`src/rtl/ps2_pkg.sv`:
```
// Shared PS/2 command-path definitions: protocol bytes, arbiter states, response codes.
// Latency: n/a (constants and types only).
// Backpressure: n/a.
package ps2_pkg;

   // Mouse reply bytes the arbiter reacts to
   localparam logic [7:0] ACK_FA    = 8'hFA;
   localparam logic [7:0] RESEND_FE = 8'hFE;
   localparam logic [7:0] ERROR_FC  = 8'hFC;

   // Command arbiter states
   typedef enum logic [2:0] {
      ST_IDLE,
      ST_SEND,
      ST_WAIT_SENT,
      ST_WAIT_ACK,
      ST_RESP
   } state_t;

   // Completion codes returned with DONE
   typedef enum logic [1:0] {
      RESP_OK        = 2'b00,
      RESP_MOUSE_ERR = 2'b01,
      RESP_RETRY_EXH = 2'b10,
      RESP_RX_ERR    = 2'b11
   } resp_t;

endpackage

```
`src/rtl/ps2_rr_arb2.sv`:
```
// Two-way round-robin grant: the requester that was not served last wins a tie.
// Latency: combinational.
// Backpressure: a losing requester must hold its valid until granted.
module ps2_rr_arb2 (
   input  logic [1:0] valid,
   input  logic       last,
   output logic [1:0] grant
);

   // Requester 0 wins alone or on a tie after requester 1 was served; symmetric for 1
   always_comb begin
      grant    = 2'b00;
      grant[0] = valid[0] & (~valid[1] | last);
      grant[1] = valid[1] & (~valid[0] | ~last);
   end

endmodule

```
`src/rtl/ps2_cmd_arbiter.sv`:
```
// Shares one PS/2 transmitter/ack path between two requesters, with FE/timeout resend.
// Latency: SEND_BYTE one cycle after acceptance; DONE one cycle after the deciding ack byte.
// Backpressure: READY only in IDLE; one command in flight, the other requester holds VALID.
module ps2_cmd_arbiter
   import ps2_pkg::*;
#(
   parameter int ACK_TIMEOUT = 500000,
   parameter int MAX_RETRY   = 3,
   parameter int CNT_W       = 24
) (
   input  logic       CLK,
   input  logic       RESET,
   input  logic       REQ0_VALID,
   input  logic [7:0] REQ0_BYTE,
   output logic       REQ0_READY,
   output logic       REQ0_DONE,
   input  logic       REQ1_VALID,
   input  logic [7:0] REQ1_BYTE,
   output logic       REQ1_READY,
   output logic       REQ1_DONE,
   output logic [1:0] RESP_CODE,
   output logic       SEND_BYTE,
   output logic [7:0] BYTE_TO_SEND,
   input  logic       BYTE_SENT,
   output logic       READ_ENABLE,
   input  logic [7:0] BYTE_READ,
   input  logic [1:0] BYTE_ERROR_CODE,
   input  logic       BYTE_READY,
   output logic       BUSY
);

   localparam int               RTY_W    = (MAX_RETRY < 1) ? 1 : $clog2(MAX_RETRY + 1);
   localparam logic [RTY_W-1:0] RTY_MAX  = RTY_W'(MAX_RETRY);
   // The counter reaches ACK_TIMEOUT on the increment out of this value
   localparam logic [CNT_W-1:0] CNT_LAST = CNT_W'(ACK_TIMEOUT - 1);

   state_t           state_q, state_nxt;
   logic [CNT_W-1:0] cnt_q, cnt_nxt;
   logic [RTY_W-1:0] rty_q, rty_nxt;
   logic             owner_q, owner_nxt;
   logic             last_q, last_nxt;
   logic [7:0]       byte_nxt;
   logic [1:0]       code_nxt;
   logic [1:0]       grant;
   logic             idle;
   logic             accept;
   logic             retry_evt;

   assign idle = (state_q == ST_IDLE);

   ps2_rr_arb2 u_arb (
      .valid ({REQ1_VALID, REQ0_VALID}),
      .last  (last_q),
      .grant (grant)
   );

   assign REQ0_READY = idle & grant[0] & ~RESET;
   assign REQ1_READY = idle & grant[1] & ~RESET;
   assign accept     = REQ0_READY | REQ1_READY;

   // Next-state, counters and latched command/response fields
   always_comb begin
      state_nxt = state_q;
      cnt_nxt   = cnt_q;
      rty_nxt   = rty_q;
      owner_nxt = owner_q;
      last_nxt  = last_q;
      byte_nxt  = BYTE_TO_SEND;
      code_nxt  = RESP_CODE;
      retry_evt = 1'b0;

      case (state_q)
         ST_IDLE: begin
            if (accept) begin
               state_nxt = ST_SEND;
               byte_nxt  = grant[1] ? REQ1_BYTE : REQ0_BYTE;
               owner_nxt = grant[1];
               last_nxt  = grant[1];
               rty_nxt   = '0;
               cnt_nxt   = '0;
            end
         end

         // Transmitter completion is not looked at until WAIT_SENT
         ST_SEND: state_nxt = ST_WAIT_SENT;

         ST_WAIT_SENT: begin
            if (BYTE_SENT) begin
               state_nxt = ST_WAIT_ACK;
               cnt_nxt   = '0;
            end else if (cnt_q == CNT_LAST) begin
               retry_evt = 1'b1;
            end else begin
               cnt_nxt = cnt_q + CNT_W'(1);
            end
         end

         // Receive error beats any byte; any byte beats the timeout
         ST_WAIT_ACK: begin
            if (BYTE_ERROR_CODE != 2'b00) begin
               state_nxt = ST_RESP;
               code_nxt  = RESP_RX_ERR;
            end else if (BYTE_READY) begin
               if (BYTE_READ == ACK_FA) begin
                  state_nxt = ST_RESP;
                  code_nxt  = RESP_OK;
               end else if (BYTE_READ == RESEND_FE) begin
                  retry_evt = 1'b1;
               end else begin
                  state_nxt = ST_RESP;
                  code_nxt  = RESP_MOUSE_ERR;
               end
            end else if (cnt_q == CNT_LAST) begin
               retry_evt = 1'b1;
            end else begin
               cnt_nxt = cnt_q + CNT_W'(1);
            end
         end

         ST_RESP: state_nxt = ST_IDLE;

         default: state_nxt = ST_IDLE;
      endcase

      // Resend the same byte while attempts remain, otherwise give up
      if (retry_evt) begin
         if (rty_q < RTY_MAX) begin
            rty_nxt   = rty_q + RTY_W'(1);
            cnt_nxt   = '0;
            state_nxt = ST_SEND;
         end else begin
            state_nxt = ST_RESP;
            code_nxt  = RESP_RETRY_EXH;
         end
      end
   end

   // State, datapath and registered outputs (outputs decoded from next state)
   always_ff @(posedge CLK) begin
      if (RESET) begin
         state_q      <= ST_IDLE;
         cnt_q        <= '0;
         rty_q        <= '0;
         owner_q      <= 1'b0;
         last_q       <= 1'b1;
         BYTE_TO_SEND <= 8'h00;
         RESP_CODE    <= RESP_OK;
         SEND_BYTE    <= 1'b0;
         READ_ENABLE  <= 1'b0;
         BUSY         <= 1'b0;
         REQ0_DONE    <= 1'b0;
         REQ1_DONE    <= 1'b0;
      end else begin
         state_q      <= state_nxt;
         cnt_q        <= cnt_nxt;
         rty_q        <= rty_nxt;
         owner_q      <= owner_nxt;
         last_q       <= last_nxt;
         BYTE_TO_SEND <= byte_nxt;
         RESP_CODE    <= code_nxt;
         SEND_BYTE    <= (state_nxt == ST_SEND);
         READ_ENABLE  <= (state_nxt == ST_WAIT_ACK);
         BUSY         <= (state_nxt != ST_IDLE);
         REQ0_DONE    <= (state_nxt == ST_RESP) & ~owner_nxt;
         REQ1_DONE    <= (state_nxt == ST_RESP) & owner_nxt;
      end
   end

endmodule
```
`config.mk`:
```
export PLATFORM = sky130hd
export DESIGN_NAME = ps2_cmd_arbiter
export DESIGN_NICKNAME = d
export VERILOG_FILES = /design/src/rtl/ps2_pkg.sv /design/src/rtl/ps2_rr_arb2.sv /design/src/rtl/ps2_cmd_arbiter.sv
export SDC_FILE = /design/constraint.sdc
export NUM_CORES = 1
export LEC_CHECK = 0
export CAP_MARGIN = 20
export CORE_ASPECT_RATIO = 1.4
export CORE_MARGIN = 2
export CORE_UTILIZATION = 50
export CTS_CLUSTER_DIAMETER = 150
export DETAILED_ROUTE_END_ITERATION = 12
export GPL_TIMING_DRIVEN = 0
export PLACE_DENSITY = 0.77
export SYNTH_ARGS = -nofsm -noshare
export SYNTH_HDL_FRONTEND = slang
export SYNTH_SLANG_ARGS = --single-unit
```
`constraint.sdc`:
```
create_clock -name CLK -period 6.2 [get_ports CLK]
set_input_delay 0.93 -clock CLK [delete_from_list [all_inputs] [get_ports CLK]]
set_output_delay 0.93 -clock CLK [all_outputs]
set_load 0.05 [all_outputs]
```
## Yosys cells after proc, flatten, opt, wreduce, memory -nomap -nowiden

Index checks and enable logic that the tools add are counted.

- Memory bits (read-only): 0
- Output and inout port bits: 17
- Memory bits (writable): 0
- Word-level logic and storage cells: 82
- Bits in latches: 0
- Bits of input ports: 32
- Memories kept: 0
- Bits in registers: 46

- Add/subtract/negate cells: 2
- Equality and inequality tests: 9
- Multipliers: 0
- Bitwise gates (word level): 16
- Muxes and demuxes: 38
- Shift-type cells: 0
- Magnitude comparators: 1
- Div/mod/pow operators: 0
- Reduce and logical (&&, ||, !) cells: 4

Operators by type and width:

| kind | number |
|---|---|
| 2-to-1 mux 24 bit | 7 |
| one-hot mux 24 bit (3 select lines) | 1 |
| adder 24 x 1 -> 24 bit (second input constant) | 1 |
| == test 24 x 19 -> 1 bit (second input constant) | 1 |
| 2-to-1 mux 3 bit | 8 |
| 2-to-1 mux 2 bit | 11 |
| == test 8 bit (second input constant) | 2 |
| one-hot mux 3 bit (4 select lines) | 1 |
| == test 3 x 2 -> 1 bit (second input constant) | 3 |
| bitwise AND 1 bit | 8 |
| 2-to-1 mux 1 bit | 8 |
| 2-to-1 mux 8 bit | 1 |
| == test 3 x 1 -> 1 bit (second input constant) | 2 |
| NOT 1 bit | 5 |
| == test 3 bit (second input constant) | 1 |
| zero test 3 bit | 1 |
| bitwise OR 1 bit | 3 |
| nonzero test 3 bit | 1 |
| adder 2 x 1 -> 2 bit (second input constant) | 1 |
| < comparator 2 bit (second input constant) | 1 |
| one-hot mux 1 bit (2 select lines) | 1 |
| AND reduction 2 bit | 1 |
| nonzero test 2 bit | 1 |

## Depth between registers and ports, before layout

Gate-level depths: netlist of the first run.

- Depth after elaboration: 11
- Gate-level depth with buffers: 10

## By module

Synthesis of the first run repeated with hierarchy kept, for this count alone.

- Cells, all modules: 302
- Area, all modules: 2,595.0 um^2

Modules (own cells, without submodules):

| module | cells each | seq. area each (um^2) | area each (um^2) | times used |
|---|---|---|---|---|
| ps2_cmd_arbiter | 299 | 920.9 | 2,576.2 | 1 |
| ps2_rr_arb2 | 3 | 0.0 | 18.8 | 1 |

## Least setup slack after synthesis of the first run

No wires, ideal clock.

- Path kind: input to output
- From: input REQ1_VALID
- To: output REQ1_READY
- Buffers on the path: 1
- Data arrival time: 1.989 ns
- Slack: 3.281 ns
- Stages on the path: 3
- Required time: 5.270 ns
- Path through: a21boi_0 -> buf_1 -> and2_1

- Longest elaborated chain between the ends: 3

RTL lines:

| what | RTL line | RTL |
|---|---|---|
| start, declared | ps2_cmd_arbiter.sv:17 | `input logic REQ1_VALID,` |
| bitwise AND 1 bit | ps2_rr_arb2.sv:14 | `grant[1] = valid[1] & (~valid[0] \| ~last);` |
| bitwise AND 1 bit (2 in a row) | ps2_cmd_arbiter.sv:58 | `assign REQ1_READY = idle & grant[1] & ~RESET;` |
| end, declared | ps2_cmd_arbiter.sv:19 | `output logic REQ1_READY,` |

No other way between the ends.

## Final worst setup path of the first run

Same ends and word-level chain as after synthesis.

==> results_dict.tcl, run 1 <==
set metrics [dict create \
    cts_tree "built" \
    fin_util 0.659 \
    hold_ws_ns 0.490 \
    place_inst 406 \
    area_delta_synth_final_pct 25.4 \
    core_area_mm2 0.00488 \
    cts_setup_buffers 0 \
    vias_per_cell 5.94 \
    gr-usage-all-layers 0.239 \
    cts-htree-levels 2 \
    cts_buffer_depth 2 \
    io_pins 49 \
    hold_viol 0 \
    use_met1 0.255 \
    swShare 0.304 \
    crit_fanout 9 \
    critPathKind "primary input to primary output" \
    finalInstanceArea_mm2 0.00321 \
    holdBufCountCts 0 \
    final_cell_mix "clkdlybuf4s50_1, dfxtp_1, nor2_1" \
    ys_seq_elements 46 \
    synth_area_mm2 0.00256 \
    clock_latency_ns 0.30 \
    vias 2459 \
    rsz0062_at_grt "false" \
    status "finished, final reports clean" \
    min_period_ns 4.05 \
    use_met3 0.0534 \
    finalSetupViolCount 0 \
    layout.cells.non_filler 414 \
    diodes 0 \
    maxSlewViolCount 0 \
    fin_worst_skew_ns 0.0106 \
    grt_pass1_vias 2364 \
    power_frac_comb 0.225 \
    ir_worst_vdd_mv 0.130 \
    wl_per_cell_um 15.4 \
    cellPowerDensity_mw_per_mm2 203 \
    drv_cap 0 \
    synth-edff-count 0 \
    drt-initial-drc-count 173 \
    antenna_found_initial 0 \
    p_seq_frac 0.477 \
    power_mw 0.651 \
    clkTransAtPathRegs_ns 0.09 \
    start_util 0.525 \
    cp-endpoint "REQ1_READY" \
    cp-startpoint "REQ1_VALID" \
    use_met2 0.453 \
    grt_pass1_wl_um 10800 \
    clockRootBuffer "clkbuf_8" \
    ys.flop_type "dfxtp_1" \
    dr.pass1.iters 5 \
    final_common_cell "clkdlybuf4s50_1" \
    fp.dieArea_mm2 0.00572 \
    dp_hpwl_um 4810 \
    r2r-end "cnt_q[6]" \
    regToRegStartpoint "state_q[0]" \
    crit_required_ns 5.27 \
    placed_area_mm2 0.00312 \
    setup-tns-final_ns 0 \
    fmax_mhz 247 \
    cts-buffers-inserted 5 \
    num_rows 30 \
    die_x_um 64.5 \
    timing.final.crit_share 0.654 \
    fin_nets 383 \
    clkSinkCount 46 \
    die_y_um 88.7 \
    drc 0 \
    reg2regPathDepth 7 \
    async_flop_share 0 \
    intPower_mw 0.453 \
    post_cts_resized 0 \
    setup_ws_ns 2.15 \
    crit_arrival_ns 3.12 \
    gr-total-overflow 0 \
    p_clk_frac 0.298 \
    grt_max_degree 14 \
    critPathLaunchType "primary input" \
    dp_slack_ns 2.12 \
    worstHoldPathType "flop to flop" \
    ant_nets 0 \
    portBuffers 48 \
    yosysWarnings 0 \
    r2r_slack_ns 3.61 \
    leakage_nw 1.10 \
    maxSlewHeadroom 0.431 \
    grt_busiest_layer "met2" \
    syn_area_per_cell_um2 8.72 \
    worstSetupEndpointType "primary output" \
    drt-total-wl_um 6360 \
    drive_gt1_frac 0.126 \
    place_congestion 0.877 \
    worstMarginPinSlew_ns 0.852 \
    syn-num-nets 328 \
    syn_inst 294 \
    power.switching_mw 0.198 \
    ys_seq_area_frac 0.359 \
    synthDistinctLibCells 56 \
]
registers in the layout (all words and copies together), names as in the netlist:
name,count
REQ1_DONE,1
RESP_CODE,2
BYTE_TO_SEND,8
last_q,1
owner_q,1
cnt_q,24
BUSY,1
SEND_BYTE,1
rty_q,2
READ_ENABLE,1
state_q,3
REQ0_DONE,1
worst min-delay path by stage:
stage / start / endpoint / cells after the start
after floorplan: cnt_q[23] / cnt_q[23] / 1
after global placement: cnt_q[23] / cnt_q[23] / 1
after detailed placement: cnt_q[23] / cnt_q[23] / 1
after CTS: cnt_q[23] / cnt_q[23] / 1
after global routing: cnt_q[23] / cnt_q[23] / 1
final: cnt_q[23] / cnt_q[23] / 1
synthesized netlist by cell type (6+ instances only):
master | number | area share
a21oi_2 | 7 | 0.024
a31oi_1 | 9 | 0.022
nor3_1 | 9 | 0.018
a311oi_2 | 6 | 0.035
nand3_1 | 12 | 0.023
a21oi_1 | 18 | 0.035
dfxtp_1 | 46 | 0.36
mux2i_1 | 8 | 0.031
o21ai_0 | 10 | 0.020
a211oi_1 | 9 | 0.026
nand2_1 | 27 | 0.040
and3_1 | 7 | 0.017
clkbuf_1 | 11 | 0.016
and2_1 | 6 | 0.015
nor2_1 | 29 | 0.042
critical path: stages:
cell and delay [ns]:
clkdlybuf4s50_1 0.49, a21boi_0 0.17, buf_1 0.48, and2_1 0.23
clkdlybuf4s50_1 0.82
logic make-up after synthesis:
| logic type | after synthesis | synth area share |
|---|---|---|
| buffers and inverters | 24 | 0.0576 |
| AND/OR/NAND/NOR | 125 | 0.272 |
| multiplexers | 8 | 0.0313 |
| AO/OA/AOI/OAI | 89 | 0.270 |
| adder cells (fa/ha/maj) | 2 | 0.00976 |
| flip-flops | 46 | 0.359 |
cell type report:
cell class / count / area [um^2]
plain buffers: 19 / 129
clock buffers: 7 / 86.3
clock inverters: 1 / 5.00
fillers: 438 / 1670
inverters: 5 / 18.8
multi-input cells: 224 / 1490
flip-flops and latches: 46 / 921
well taps: 64 / 80.1
repair buffers: 48 / 480
layer usage:
metal | wire length (um) | vias to the layer above
met5 | 0 | -
met4 | 54 | 0
met3 | 359 | 5
met2 | 3400 | 77
met1 | 2540 | 1161
li1 | - | 1216
power by group through the flow:
stage	sequential (mW)	clock (mW)	combinational [mW]
after floorplan	0.344	0	0.0647
after global placement	0.317	0	0.145
after CTS	0.311	0.197	0.147
final	0.311	0.194	0.146
after global routing	0.312	0.208	0.159
after detailed placement	0.318	0	0.146
Note: power is estimated with default switching activity, not from simulation.
==> run 2: changes to the inputs <==
--- a/config.mk
+++ b/config.mk
@@ -8,11 +8,11 @@
 export CAP_MARGIN = 20
 export CORE_ASPECT_RATIO = 1.4
 export CORE_MARGIN = 2
-export CORE_UTILIZATION = 50
+export CORE_UTILIZATION = 47
 export CTS_CLUSTER_DIAMETER = 150
 export DETAILED_ROUTE_END_ITERATION = 12
 export GPL_TIMING_DRIVEN = 0
-export PLACE_DENSITY = 0.77
+export PLACE_DENSITY = 0.76
 export SYNTH_ARGS = -nofsm -noshare
 export SYNTH_HDL_FRONTEND = slang
 export SYNTH_SLANG_ARGS = --single-unit
==> constraint.sdc (replaced) <==
create_clock -name CLK -period 3.35 [get_ports CLK]
set_input_delay 0.5025 -clock CLK [delete_from_list [all_inputs] [get_ports CLK]]
set_output_delay 0.5025 -clock CLK [all_outputs]
set_load 0.05 [all_outputs]
==> run 2 against run 1 <==
  * Clock skew is 0.00080 ns higher
  * Via count shrank 1.6%
  * Global-route usage fell by 2.6 points
  * Critical endpoint unchanged
  * Largest power group unchanged
  * Highest routed layer unchanged
==> results_dict.tcl, run 2 (synthesis results as in run 1) <==
set metrics [dict create \
    fmax_mhz 310 \
    clock_latency_ns 0.31 \
    top_regs "cnt_q x24, BYTE_TO_SEND x8, state_q x3" \
    fin_nets 383 \
    cellPowerDensity_mw_per_mm2 389 \
    whs_path_depth 2 \
    reg2regPathDepth 8 \
    maxSlewHeadroom 0.459 \
    ant_nets 0 \
    vias_per_cell 5.82 \
    drt-initial-drc-count 116 \
    drive_gt1_frac 0.126 \
    grt_pass1_wl_um 10400 \
    largest_register_ffs 24 \
    vias 2420 \
    crit_fanout 9 \
    p_seq_frac 0.456 \
    gr-total-overflow 0 \
    placed_area_mm2 0.00313 \
    clkTransAtPathRegs_ns 0.09 \
    ir_worst_vdd_mv 0.264 \
    slowest_delay_ns 0.81 \
    finalInstanceArea_mm2 0.00324 \
    critPathKind "primary input to primary output" \
    regToRegStartpoint "state_q[2]" \
    fin_worst_skew_ns 0.0114 \
    power_frac_comb 0.215 \
    cts-buffers-inserted 5 \
    crit_slowest_cell "clkdlybuf4s50_1" \
    cts_tree "built" \
    io_pins 49 \
    setup_ws_ns 0.127 \
    top_register "cnt_q" \
    worstHoldPathType "flop to flop" \
    power.switching_mw 0.365 \
    cts_setup_buffers 0 \
    core_area_mm2 0.00524 \
    status "finished, final reports clean" \
    leakage_nw 1.10 \
    fin_util 0.618 \
    clkSinkCount 46 \
    swShare 0.289 \
    clockRootBuffer "clkbuf_8" \
    crit_path_cell_trace "clkdlybuf4s50_1 -> a21boi_0 -> buf_1 -> and2_1 -> clkdlybuf4s50_1" \
    r2r-end "cnt_q[6]" \
    place_congestion 0.834 \
    drt-total-wl_um 6260 \
    finalSetupViolCount 0 \
    num_rows 31 \
    critPathLaunchType "primary input" \
    start_util 0.489 \
    hold_viol 0 \
    rsz0062_at_grt "false" \
    fp.dieArea_mm2 0.00607 \
    holdBufCountCts 0 \
    dp_hpwl_um 4810 \
    intPower_mw 0.895 \
    power_mw 1.26 \
    die_x_um 66.4 \
    wl_per_cell_um 15.0 \
    worstMarginPinSlew_ns 0.810 \
    crit_arrival_ns 2.72 \
    timing.final.crit_share 0.962 \
    post_cts_resized 0 \
    dp_slack_ns 0.120 \
    grt_pass1_vias 2430 \
    diodes 0 \
    antenna_found_initial 0 \
    worstHoldStart "owner_q" \
    hold_end "owner_q" \
    dr.pass1.iters 4 \
    grt_max_degree 15 \
    path_common_cell "clkdlybuf4s50_1" \
    die_y_um 91.4 \
    portBuffers 48 \
    final_common_cell "clkdlybuf4s50_1" \
    cts_buffer_depth 2 \
    r2r_slack_ns 0.83 \
    min_period_ns 3.22 \
    gr-usage-all-layers 0.213 \
    p_clk_frac 0.329 \
    setup-tns-final_ns 0 \
    cts-htree-levels 2 \
    area_delta_synth_final_pct 26.3 \
    maxSlewViolCount 0 \
    crit_required_ns 2.85 \
    final_cell_mix "clkdlybuf4s50_1, dfxtp_1, nor2_1" \
    worstSetupEndpointType "primary output" \
    drv_cap 0 \
    drc 0 \
]
-- run 2: worst max-delay path, delay by kind of cell --
kind / cells / cell delay [ns]
AOI/OAI and AO/OA: 1 / 0.18
buffers and inverters: 3 / 1.80
and+or+nand+nor: 1 / 0.23
-- run 2: layout make-up --
type / instances / area, um^2
plain buffers: 19 / 129
clock buffers: 6 / 72.6
clock inverters: 2 / 37.5
fillers: 481 / 2000
inverters: 5 / 18.8
multi-input cells: 224 / 1490
flip-flops and latches: 46 / 921
well taps: 66 / 82.6
repair buffers: 48 / 480
-- run 2: worst max-delay path by stage --
stage	from	to	depth (start not counted)
2_1_floorplan	cnt_q[6]	cnt_q[13]	10
3_3_place_gp	REQ1_VALID	REQ1_READY	5
3_5_place_dp	REQ1_VALID	REQ1_READY	5
4_1_cts	REQ1_VALID	REQ1_READY	5
5_1_grt	REQ1_VALID	REQ1_READY	5
6_report	REQ1_VALID	REQ1_READY	5
-- run 2: through the flow --
| step | instances | hold WS, ns |
|---|---|---|
| 3_5_place_dp | 408 | 0.481 |
| 5_1_grt | 416 | 0.519 |
| 2_1_floorplan | 294 | 0.448 |
| 4_1_cts | 416 | 0.503 |
| 3_3_place_gp | 408 | 0.464 |
| 6_report | 416 | 0.498 |
-- run 2: power groups by stage --
| stage | combinational (mW) | sequential, mW | clock, mW |
|---|---|---|---|
| after floorplan | 0.120 | 0.637 | 0 |
| after detailed placement | 0.271 | 0.588 | 0 |
| after global placement | 0.268 | 0.587 | 0 |
| final | 0.270 | 0.575 | 0.415 |
| after global routing | 0.290 | 0.578 | 0.444 |
| after CTS | 0.272 | 0.575 | 0.420 |
-- run 2: layer usage --
| layer | up-vias | wire [um] | GRT usage |
|---|---|---|---|
| met5 | - | 0 | 0 |
| met4 | 0 | 54 | 0.0493 |
| met3 | 5 | 357 | 0.0496 |
| met2 | 66 | 3440 | 0.423 |
| met1 | 1138 | 2400 | 0.213 |
| li1 | 1211 | - | - |
